[src/rtl/wb_pkg.sv]
// Shared constants, types and helpers for the register-bank writeback stage.
// onehot() is also used by the bank's read-side decode.
package wb_pkg;

    localparam int DATA_W     = 16;
    localparam int NREGS      = 8;
    localparam int IDX_W      = 3;
    localparam int FIFO_DEPTH = 2;
    localparam int STARVE_MAX = 4;
    localparam int CNT_W      = $clog2(STARVE_MAX + 1);

    typedef struct packed {
        logic [IDX_W-1:0]  dest;
        logic [DATA_W-1:0] data;
    } wb_entry_t;

    typedef enum logic [1:0] {
        SRC_NONE,
        SRC_MEM,
        SRC_FIFO,
        SRC_ALU
    } wb_src_t;

    function automatic logic [NREGS-1:0] onehot(input logic [IDX_W-1:0] idx);
        onehot      = '0;
        onehot[idx] = 1'b1;
    endfunction

endpackage

[src/rtl/regfile_writeback_if.sv]
// Producer handshakes, issue port and register-bank drive of the writeback stage.
// The slave modport is the writeback block; master is whoever surrounds it.
interface regfile_writeback_if;
    import wb_pkg::*;

    logic              alu_valid;
    logic              alu_ready;
    logic [IDX_W-1:0]  alu_dest;
    logic [DATA_W-1:0] alu_data;
    logic              mem_valid;
    logic              mem_ready;
    logic [IDX_W-1:0]  mem_dest;
    logic [DATA_W-1:0] mem_data;
    logic              issue_valid;
    logic [IDX_W-1:0]  issue_dest;
    logic [NREGS-1:0]  en;
    logic [DATA_W-1:0] to_dest_reg;
    logic [NREGS-1:0]  busy;

    modport slave (
        input  alu_valid, alu_dest, alu_data,
        input  mem_valid, mem_dest, mem_data,
        input  issue_valid, issue_dest,
        output alu_ready, mem_ready, en, to_dest_reg, busy
    );

    modport master (
        output alu_valid, alu_dest, alu_data,
        output mem_valid, mem_dest, mem_data,
        output issue_valid, issue_dest,
        input  alu_ready, mem_ready, en, to_dest_reg, busy
    );

endinterface

[src/rtl/wb_fifo.sv]
// Small synchronous FIFO buffering ALU results that lost arbitration.
// Push and pop in the same cycle keep occupancy unchanged; the caller never pushes when full.
module wb_fifo
    import wb_pkg::*;
#(
    parameter int DEPTH = FIFO_DEPTH
) (
    input  logic      clk,
    input  logic      rst_n,
    input  logic      push,
    input  logic      pop,
    input  wb_entry_t wr_entry,
    output logic      full,
    output logic      empty,
    output wb_entry_t head
);

    localparam int PTR_W = (DEPTH > 1) ? $clog2(DEPTH) : 1;
    localparam int OCC_W = $clog2(DEPTH + 1);

    wb_entry_t        mem_q [DEPTH];
    logic [PTR_W-1:0] wr_ptr_q, wr_ptr_d;
    logic [PTR_W-1:0] rd_ptr_q, rd_ptr_d;
    logic [OCC_W-1:0] count_q, count_d;

    function automatic logic [PTR_W-1:0] next_ptr(input logic [PTR_W-1:0] ptr);
        next_ptr = (ptr == PTR_W'(DEPTH - 1)) ? '0 : ptr + 1'b1;
    endfunction

    always_comb begin
        // NOTE: every output gets a default first so no path leaves a latch behind.
        wr_ptr_d = wr_ptr_q;
        rd_ptr_d = rd_ptr_q;
        count_d  = count_q;
        if (push) wr_ptr_d = next_ptr(wr_ptr_q);
        if (pop)  rd_ptr_d = next_ptr(rd_ptr_q);
        case ({push, pop})
            2'b10:   count_d = count_q + 1'b1;
            2'b01:   count_d = count_q - 1'b1;
            default: count_d = count_q;
        endcase
    end

    always_ff @(posedge clk or negedge rst_n) begin
        // NOTE: state flops use <= so every flop samples pre-edge values.
        if (!rst_n) begin
            wr_ptr_q <= '0;
            rd_ptr_q <= '0;
            count_q  <= '0;
        end else begin
            wr_ptr_q <= wr_ptr_d;
            rd_ptr_q <= rd_ptr_d;
            count_q  <= count_d;
        end
    end

    // NOTE: storage is deliberately not reset; clearing the pointers empties the FIFO.
    always_ff @(posedge clk) begin
        if (push) mem_q[wr_ptr_q] <= wr_entry;
    end

    assign head  = mem_q[rd_ptr_q];
    assign full  = (count_q == OCC_W'(DEPTH));
    assign empty = (count_q == '0);

endmodule

[src/rtl/regfile_writeback.sv]
// Writeback stage: merges ALU and load results into one registered bank write per cycle
// and tracks a per-register busy scoreboard for RAW hazard detection.
module regfile_writeback
    import wb_pkg::*;
(
    input  logic                clk,
    input  logic                rst_n,
    regfile_writeback_if.slave  wb
);

    wb_entry_t         head, alu_entry, mem_entry, win_entry;
    wb_src_t           src;
    logic              fifo_full, fifo_empty;
    logic              push, pop;
    logic              alu_ready, mem_ready, alu_acc, mem_acc;
    logic [CNT_W-1:0]  starve_cnt_q, starve_cnt_d;
    logic [NREGS-1:0]  en_q, en_d;
    logic [NREGS-1:0]  busy_q, busy_d;
    logic [DATA_W-1:0] to_dest_reg_q, to_dest_reg_d;

    assign alu_entry = '{dest: wb.alu_dest, data: wb.alu_data};
    assign mem_entry = '{dest: wb.mem_dest, data: wb.mem_data};

    // Readiness depends only on state, never on the producers' valid.
    assign alu_ready = !fifo_full;
    assign mem_ready = (starve_cnt_q != CNT_W'(STARVE_MAX));
    assign alu_acc   = wb.alu_valid && alu_ready;
    assign mem_acc   = wb.mem_valid && mem_ready;

    always_comb begin
        src       = SRC_NONE;
        win_entry = head;
        if (mem_acc) begin
            src       = SRC_MEM;
            win_entry = mem_entry;
        end else if (!fifo_empty) begin
            src       = SRC_FIFO;
            win_entry = head;
        end else if (alu_acc) begin
            src       = SRC_ALU;
            win_entry = alu_entry;
        end
    end

    assign push = alu_acc && (src != SRC_ALU);
    assign pop  = (src == SRC_FIFO);

    wb_fifo #(.DEPTH(FIFO_DEPTH)) u_fifo (
        .clk      (clk),
        .rst_n    (rst_n),
        .push     (push),
        .pop      (pop),
        .wr_entry (alu_entry),
        .full     (fifo_full),
        .empty    (fifo_empty),
        .head     (head)
    );

    always_comb begin
        // Any cycle in which the FIFO pops or sits empty ends the starvation run.
        starve_cnt_d  = (src == SRC_MEM && !fifo_empty) ? starve_cnt_q + 1'b1 : '0;
        en_d          = '0;
        to_dest_reg_d = to_dest_reg_q;
        busy_d        = busy_q;
        if (src != SRC_NONE) begin
            en_d                   = onehot(win_entry.dest);
            to_dest_reg_d          = win_entry.data;
            busy_d[win_entry.dest] = 1'b0;
        end
        // Applied after the clear so a new writer issued on the same edge stays pending.
        if (wb.issue_valid) busy_d[wb.issue_dest] = 1'b1;
    end

    always_ff @(posedge clk or negedge rst_n) begin
        if (!rst_n) begin
            starve_cnt_q  <= '0;
            en_q          <= '0;
            to_dest_reg_q <= '0;
            busy_q        <= '0;
        end else begin
            starve_cnt_q  <= starve_cnt_d;
            en_q          <= en_d;
            to_dest_reg_q <= to_dest_reg_d;
            busy_q        <= busy_d;
        end
    end

    assign wb.alu_ready   = alu_ready;
    assign wb.mem_ready   = mem_ready;
    assign wb.en          = en_q;
    assign wb.to_dest_reg = to_dest_reg_q;
    assign wb.busy        = busy_q;

endmodule

[src/flat_wrapper.sv]
// flat-port wrapper written by rule: the top's interface ports become plain ports
module regfile_writeback_flat import wb_pkg::*;
  (clk, rst_n, wb_alu_valid, wb_alu_dest, wb_alu_data, wb_mem_valid, wb_mem_dest, wb_mem_data, wb_issue_valid, wb_issue_dest, wb_alu_ready, wb_mem_ready, wb_en, wb_to_dest_reg, wb_busy);
  regfile_writeback_if wb_i ();
  input  logic clk;
  input  logic rst_n;
  input wire logic [$bits(wb_i.alu_valid)-1:0] wb_alu_valid;
  input wire logic [$bits(wb_i.alu_dest)-1:0] wb_alu_dest;
  input wire logic [$bits(wb_i.alu_data)-1:0] wb_alu_data;
  input wire logic [$bits(wb_i.mem_valid)-1:0] wb_mem_valid;
  input wire logic [$bits(wb_i.mem_dest)-1:0] wb_mem_dest;
  input wire logic [$bits(wb_i.mem_data)-1:0] wb_mem_data;
  input wire logic [$bits(wb_i.issue_valid)-1:0] wb_issue_valid;
  input wire logic [$bits(wb_i.issue_dest)-1:0] wb_issue_dest;
  output wire logic [$bits(wb_i.alu_ready)-1:0] wb_alu_ready;
  output wire logic [$bits(wb_i.mem_ready)-1:0] wb_mem_ready;
  output wire logic [$bits(wb_i.en)-1:0] wb_en;
  output wire logic [$bits(wb_i.to_dest_reg)-1:0] wb_to_dest_reg;
  output wire logic [$bits(wb_i.busy)-1:0] wb_busy;
  assign wb_i.alu_valid = wb_alu_valid;
  assign wb_i.alu_dest = wb_alu_dest;
  assign wb_i.alu_data = wb_alu_data;
  assign wb_i.mem_valid = wb_mem_valid;
  assign wb_i.mem_dest = wb_mem_dest;
  assign wb_i.mem_data = wb_mem_data;
  assign wb_i.issue_valid = wb_issue_valid;
  assign wb_i.issue_dest = wb_issue_dest;
  assign wb_alu_ready = wb_i.alu_ready;
  assign wb_mem_ready = wb_i.mem_ready;
  assign wb_en = wb_i.en;
  assign wb_to_dest_reg = wb_i.to_dest_reg;
  assign wb_busy = wb_i.busy;
  regfile_writeback u_core (.clk(clk), .rst_n(rst_n), .wb(wb_i));
endmodule
[config.mk]
export PLATFORM = sky130hd
export DESIGN_NAME = regfile_writeback_flat
export DESIGN_NICKNAME = d
export VERILOG_FILES = /design/src/rtl/wb_pkg.sv /design/src/rtl/regfile_writeback_if.sv /design/src/rtl/wb_fifo.sv /design/src/rtl/regfile_writeback.sv /design/src/flat_wrapper.sv
export SDC_FILE = /design/constraint.sdc
export NUM_CORES = 1
export LEC_CHECK = 0
export ABC_AREA = 0
export CAP_MARGIN = 10
export CORE_ASPECT_RATIO = 0.9
export CORE_MARGIN = 2
export CORE_UTILIZATION = 25
export CTS_BUF_LIST = sky130_fd_sc_hd__clkbuf_4 sky130_fd_sc_hd__clkbuf_8
export CTS_CLUSTER_DIAMETER = 120
export DETAILED_ROUTE_END_ITERATION = 6
export PLACE_DENSITY = 0.5
export SLEW_MARGIN = 20
export SYNTH_ARGS = -nofsm -noshare
export SYNTH_HDL_FRONTEND = slang
export SYNTH_SLANG_ARGS = --single-unit
[constraint.sdc]
create_clock -name clk -period 6.88 [get_ports clk]
set_input_delay 1.376 -clock clk [delete_from_list [all_inputs] [get_ports clk]]
set_output_delay 1.376 -clock clk [all_outputs]
set_load 0.005 [all_outputs]
==> results of run 1 <==
-- path summary, 6_finish.rpt --
check,slack (ns),to,cells after the start
max in group asynchronous,5.10,u_core.u_fifo.rd_ptr_q$_DFFE_PN0P_,1
min reg2reg,0.47,u_core.starve_cnt_q[0]$_DFF_PN0_,1
min in group asynchronous,1.14,u_core.wb.busy[4]$_DFF_PN0_,1
max,3.19,u_core.u_fifo.mem_q[1][17]$_DFFE_PP_,6
max reg2reg,4.04,u_core.u_fifo.mem_q[1][17]$_DFFE_PP_,7
min,0.47,u_core.starve_cnt_q[0]$_DFF_PN0_,1
-- through the flow --
| step | power (mW) | setup WS [ns] | instance area, um2 |
|---|---|---|---|
| floorplan | 1.05 | 3.45 | 3340 |
| global placement | 1.31 | 2.45 | 4280 |
| detailed placement | 1.31 | 2.39 | 4280 |
| CTS | 1.66 | 2.77 | 4470 |
| global route | 1.76 | 2.99 | 4500 |
| finish | 1.64 | 3.19 | 4500 |
-- synth_stat cells (2+ instances only) --
library cell  instances
o21bai_1              2
nor2_1               28
mux2i_1              17
ha_1                  3
xor2_1                2
xnor2_1               4
buf_6                 2
a2bb2oi_2             2
o211ai_1             16
a211oi_1              2
dfrtp_1              39
nand2_1              21
clkbuf_8              2
o21a_1               16
a21oi_1              16
nor3_1                2
clkbuf_1              8
edfxtp_1             38
a21bo_2               2
a22o_1                3
or3b_1                2
inv_1                10
nand3_1               3
o21ai_0               3
nor2b_1               4
buf_2                 2
nand2b_1              2
-- layer usage --
| layer | GRT usage | part of all wire | vias up |
|---|---|---|---|
| li1 | - | - | 1116 |
| met1 | 0.167 | 0.51 | 1075 |
| met2 | 0.158 | 0.41 | 71 |
| met3 | 0.0441 | 0.071 | 10 |
| met4 | 0.0264 | 0.0099 | 0 |
| met5 | 0 | 0 | - |
-- worst reg2reg max path, cell delays in order, from the launching register on --
cell	delay, ns
dfrtp_1	0.37
inv_1	0.05
ha_1	0.23
a21boi_4	0.35
buf_16	0.22
and2b_2	0.15
o21ai_0	0.19
nor2_2	0.87
-- power groups by stage --
stage               Combinational [mW]  Sequential (mW)  Clock, mW
floorplan                        0.356            0.695          0
global placement                 0.561            0.746          0
global route                     0.625            0.758      0.373
CTS                              0.570            0.738      0.356
finish                           0.560            0.736      0.344
detailed placement               0.568            0.746          0
-- final cells by class --
| type | instances | share of cell area |
|---|---|---|
| timing repair buffer | 81 | 0.182 |
| clock buffer | 11 | 0.0309 |
| sequential | 77 | 0.471 |
| tap | 168 | 0.0467 |
| inverter | 10 | 0.00834 |
| clock inverter | 5 | 0.0128 |
| multi-input combinational | 165 | 0.248 |
-- cells by family after synthesis --
family,Yosys count,share of synthesized area
buffers and inverters,25,0.0393
adder cells (fa/ha/maj),3,0.0112
multiplexers,17,0.0509
AO/OA/AOI/OAI,70,0.152
flip-flops,77,0.633
AND/OR/NAND/NOR,69,0.0981
XOR/XNOR,6,0.0157
==> impl_results.md, run 1 <==
- Leakage: 1.76 nW
- Sequential Area: 2120 um2
- Reg2reg start: u_core.starve_cnt_q[0]$_DFF_PN0_
- Worst path slowest cell: nor2_2
- Worst Max-Slew Pin Slew: ~1.1 ns
- Share of post-route cells with drive strength above 1: 0.0888
- Die area: around 14000 um2
- Boundary Pins: 80
- Status: finished, final reports clean
- CP Data Arrival Time: about 3.6 ns
- Worst slew margin: 0.296
- Row count: 40
- Bufs on Longest Clock Path: 2
- Ys async rst share: 0.506
- Root buf cell: clkbuf_8
- Seq cells post-synth: 77
- Starting density of the core: 0.253
- Syn nets: around 320
- RSZ-0062 raised after global routing: false
- Final Wtd Congestion: 0.715
- Vias per inst: between 4 and 5
- CTS tree: done
- Pins over their slew limit: 0
- NumNets Final: 393
- CP cell instances: clkdlybuf4s50_1 -> a21boi_4 -> buf_16 -> and2b_2 -> o21ai_0 -> nor2_2
- Wire length per cell: 15.1 um
- Delay-heaviest family, CP: simple AND/OR/NAND/NOR gates
- Cell variety after synth: 43
- # setup viols final: 0
- Worst-case vdd ir drop: 0.113 mV
- Sequential area share after synthesis: 0.633
- Worst Skew: approximately 0.017 ns
- Gate Count Post-Synth: 267
- Grt total ovfl: 0
- Utilization after layout: 0.341
- Via count: 2272
- Pwr/cell area: 364 nW/um2
- Max reg flops: 38
- CP bufs+invs: 2
- Cts repair resizes: 0
- Combinational group share of total power: 0.341
- Largest net degree at the start of global routing: 43
- Critical path's largest stage delay: 0.87 ns
- Min cycle time layout: about 3.7 ns
- Fin cells: 517
- Max Fanout on Critical Path: 33
- Core ar.: 13200 um2
- Initial antenna violation count: 0
- Sequential share of power: 0.449
- DRC: 0
- Drt first pass iters: 4
- Postcts setup bufs: 0
- Vias in the first global route: about 2300
- Commonest non-fill, non-tap cells in the layout: clkdlybuf4s50_1 (78), dfrtp_1 (38), edfxtp_1 (38)
- First-pass GRT wire length: 12600 um
- Final WL: 7780 um
- Multi-input logic area: 1120 um2
- Hold Worst Slack: 0.467 ns
- Max Cap Violations: 0
- # diodes: 0
- Die Ht: 114 um
- Post-placement cell count: 500
- CP required: 6.84 ns
- Post-Syn Area per Cell: 12.5 um2
- Hold Buf Count CTS: 0
- Yosys top cell by area: edfxtp_1
- Int Pwr: around 1.1 mW
- Top FF cell, synth: dfrtp_1
- Worst setup path start: wb_mem_valid
- Latest clock arrival within the worst-skew pair: 0.35 ns
- Crit path launch type: input pin
- Post-route ant nets: 0
- DR iter-0 viols: 119
- Clock Pin Slew Worst Setup and Hold Paths: around 0.07 ns
- Port-buffer cells: 79
- Die Span X: 126 um
- Synth top area share: 0.341
- GRT Total Usage: 0.114
- Post-Syn Area: 3340 um2
- Setup TNS Final: 0 ns
- Switch Pwr: 514 uW
- Clk pwr share: 0.210
- Fill cells: roughly 1300
- Dpl hpwl: ~5300 um
- Critical path type: in2reg
- Hold wc startpoint: u_core.starve_cnt_q[0]$_DFF_PN0_
- Area Overhead vs Synth: 34.6%
- H-tree depth: 3
- Top post-synthesis cells by area: edfxtp_1 (34%), dfrtp_1 (29%), mux2i_1 (5.1%)
- FMAX: 0.271 GHz
- Post-synth EDFFs: 38
- Min-delay worst type: reg2reg
- Crit end category: flop
- Final period util: 0.536
- Switch share: 0.313
- CTS Buf Count: 9
- Commonest non-fill, non-tap cell in the layout: clkdlybuf4s50_1
- CTS sink cnt: 77
- Syn. warnings: 0
- Fin. Hold Viols: 0
No activity file was read; power rests on OpenSTA's default activity.
==> inputs of run 2 (changes only) <==
--- a/config.mk
+++ b/config.mk
@@ -13,7 +13,7 @@
 export CTS_BUF_LIST = sky130_fd_sc_hd__clkbuf_4 sky130_fd_sc_hd__clkbuf_8
 export CTS_CLUSTER_DIAMETER = 120
 export DETAILED_ROUTE_END_ITERATION = 6
-export PLACE_DENSITY = 0.5
+export PLACE_DENSITY = 0.52
 export SLEW_MARGIN = 20
 export SYNTH_ARGS = -nofsm -noshare
 export SYNTH_HDL_FRONTEND = slang
==> constraint.sdc (replaced) <==
create_clock -name clk -period 3 [get_ports clk]
set_input_delay 0.6 -clock clk [delete_from_list [all_inputs] [get_ports clk]]
set_output_delay 0.6 -clock clk [all_outputs]
set_load 0.005 [all_outputs]
==> run 2 against run 1 <==
  * Worst setup slack got worse by 2.6 ns
  * Clock skew decreased by 0.0059 ns
  * Critical path depth unchanged
  * Wire length increased by 3.6%
  * Critical endpoint is now u_core.wb.busy[3]$_DFF_PN0_
  * Sequential share of layout area decreased by 0.60 points
==> impl_results.md, run 2 (synthesis gave the netlist of run 1 again) <==
- Core ar.: 13200 um2 (unchanged)
- Hold Buf Count CTS: 0 (unchanged)
- Vias in the first global route: 2386 (+5.2%)
- Status: finished, final reports clean
- Worst Skew: 0.0108 ns (-0.00591 ns)
- Share of post-route cells with drive strength above 1: 0.0983 (+0.00949)
- Worst-case vdd ir drop: 0.342 mV (+200%)
- DRC: 0 (unchanged)
- # diodes: 0 (unchanged)
- Bufs on Longest Clock Path: 2 (unchanged)
- Worst Max-Slew Pin Slew: 0.891 ns (-0.164 ns)
- # setup viols final: 0 (unchanged)
- Clk pwr share: 0.224 (+0.014)
- CTS tree: done
- Post-placement cell count: 508 (+1.6%)
- Commonest non-fill, non-tap cell in the layout: clkdlybuf4s50_1
- CP required: 3.24 ns (-3.60 ns)
- Design Area, Final: 4560 um2 (+1.2%)
- Root buf cell: clkbuf_8
- Fin cells: 524 (+1.4%)
- Combinational group share of total power: 0.354 (+0.013)
- Int Pwr: 2.71 mW (+140%)
- Row count: 40 (unchanged)
- Die Span X: 126 um (unchanged)
- DP Area: 4330 um2 (+1.3%)
- Clock Pin Slew Worst Setup and Hold Paths: 0.08 ns (about the same)
- Min-delay worst type: in2async
- Vias per inst: 4.40 (+0.14%)
- Post-route ant nets: 0 (unchanged)
- RSZ-0062 raised after global routing: false
- Critical path's largest stage delay: 0.54 ns (-0.33 ns)
- Crit path launch type: input pin
- Pwr/cell area: 858 nW/um2 (+140%)
- First-pass GRT wire length: 12700 um (+0.83%)
- Via count: 2306 (+1.5%)
- CP Data Arrival Time: 2.65 ns (-0.99 ns)
- Fin. Hold Viols: 0 (unchanged)
- DR iter-0 viols: 138 (+16%)
- Max Cap Violations: 0 (unchanged)
- H-tree depth: 3 (unchanged)
- CTS sink cnt: 77 (unchanged)
- Worst path slowest cell: clkdlybuf4s50_1
- Initial antenna violation count: 0 (unchanged)
- Dpl hpwl: 5690 um (+7.2%)
- Starting density of the core: 0.253 (unchanged)
- NumNets Final: 400 (+1.8%)
- CP cell instances: clkdlybuf4s50_1 -> or3b_4 -> a211o_1 -> a21bo_1 -> or3b_1 -> a22o_1
- CTS Buf Count: 9 (unchanged)
- Cts repair resizes: 0 (unchanged)
- Leakage: 1.80 nW (+2.0%)
- Grt total ovfl: 0 (unchanged)
- Critical path type: in2reg
- Crit end category: flop
- Pins over their slew limit: 0 (unchanged)
- Port-buffer cells: 79 (unchanged)
- Worst slew margin: 0.406 (+0.110)
- FMAX: 0.414 GHz
- Wire length per cell: 15.4 um (+2.2%)
- Boundary Pins: 80 (unchanged)
- GRT Total Usage: 0.116 (+0.00210)
- Die area: 14300 um2 (unchanged)
- Postcts setup bufs: 0 (unchanged)
- Min cycle time layout: 2.42 ns
- Switch share: 0.307 (-0.00653)
- Sequential share of power: 0.422 (-0.027)
- Commonest non-fill, non-tap cells in the layout: clkdlybuf4s50_1 (78), dfrtp_1 (39), edfxtp_1 (38)
- Area Overhead vs Synth: 36.3%
- Final period util: 0.806
- Switch Pwr: 1.20 mW (+130%)
- Final Wtd Congestion: 0.750 (+4.9%)
- Drt first pass iters: 4 (unchanged)
- Max Fanout on Critical Path: 5 (-85%)
- Setup TNS Final: 0 ns (unchanged)
- Die Ht: 114 um (unchanged)
- Max reg flops: 38 (unchanged)
- Latest clock arrival within the worst-skew pair: 0.35 ns (about the same)
- Final WL: 8060 um (+3.6%)
- Worst reg-to-reg setup slack: 0.76 ns (-3.28 ns)
- Largest net degree at the start of global routing: 40 (-7.0%)
## run 2: worst max-delay path, delay by kind of cell
family          cells  cell delay [ns]
compound gates      3             0.69
simple gates        2             0.83
buf+inv             1             0.54
## run 2: power groups by stage
| stage | sequential [mW] | clock, mW | combinational, mW |
|---|---|---|---|
| after floorplan | 1.59 | 0 | 0.816 |
| after global placement | 1.67 | 0 | 1.40 |
| after detailed placement | 1.67 | 0 | 1.41 |
| after CTS | 1.66 | 0.909 | 1.43 |
| after global routing | 1.69 | 0.960 | 1.55 |
| final | 1.65 | 0.877 | 1.38 |
## run 2: cell type report
class	instances	area [um2]
Fill cell	1318	8660
Sequential cell	77	2120
Multi-Input combinational cell	165	1110
Timing Repair Buffer	88	853
Tap cell	168	210
Clock buffer	12	153
Clock inverter	4	72.6
Inverter	10	37.5
## run 2: path summary, 6_finish.rpt
check                                                   startpoint                              endpoint  depth (start not counted)
min in group clk                  u_core.starve_cnt_q[0]$_DFF_PN0_      u_core.starve_cnt_q[0]$_DFF_PN0_                          1
max in group asynchronous                                    rst_n  u_core.wb.to_dest_reg[7]$_DFFE_PN0N_                          1
worst max-delay path                                  wb_alu_valid           u_core.wb.busy[3]$_DFF_PN0_                          6
worst min register to register    u_core.starve_cnt_q[0]$_DFF_PN0_      u_core.starve_cnt_q[0]$_DFF_PN0_                          1
worst max register to register  u_core.u_fifo.rd_ptr_q$_DFFE_PN0P_           u_core.wb.busy[3]$_DFF_PN0_                          5
worst min-delay path                                         rst_n           u_core.wb.busy[4]$_DFF_PN0_                          1
## run 2: metal layers
layer  track usage  share of wire
met1         0.152           0.46
met2         0.181           0.46
met3        0.0436          0.070
met4        0.0330          0.011
met5             0              0
## run 2: through the flow
stage / setup WS [ns] / hold WS [ns] / utilization / power, mW
floorplan: 0.341 / 0.304 / - / 2.41
global placement: 0.279 / 0.444 / 0.328 / 3.06
detailed placement: 0.230 / 0.456 / 0.328 / 3.08
CTS: 0.608 / 0.401 / 0.345 / 3.99
global route: 0.558 / 0.434 / 0.345 / 4.20
finish: 0.582 / 0.367 / 0.345 / 3.91
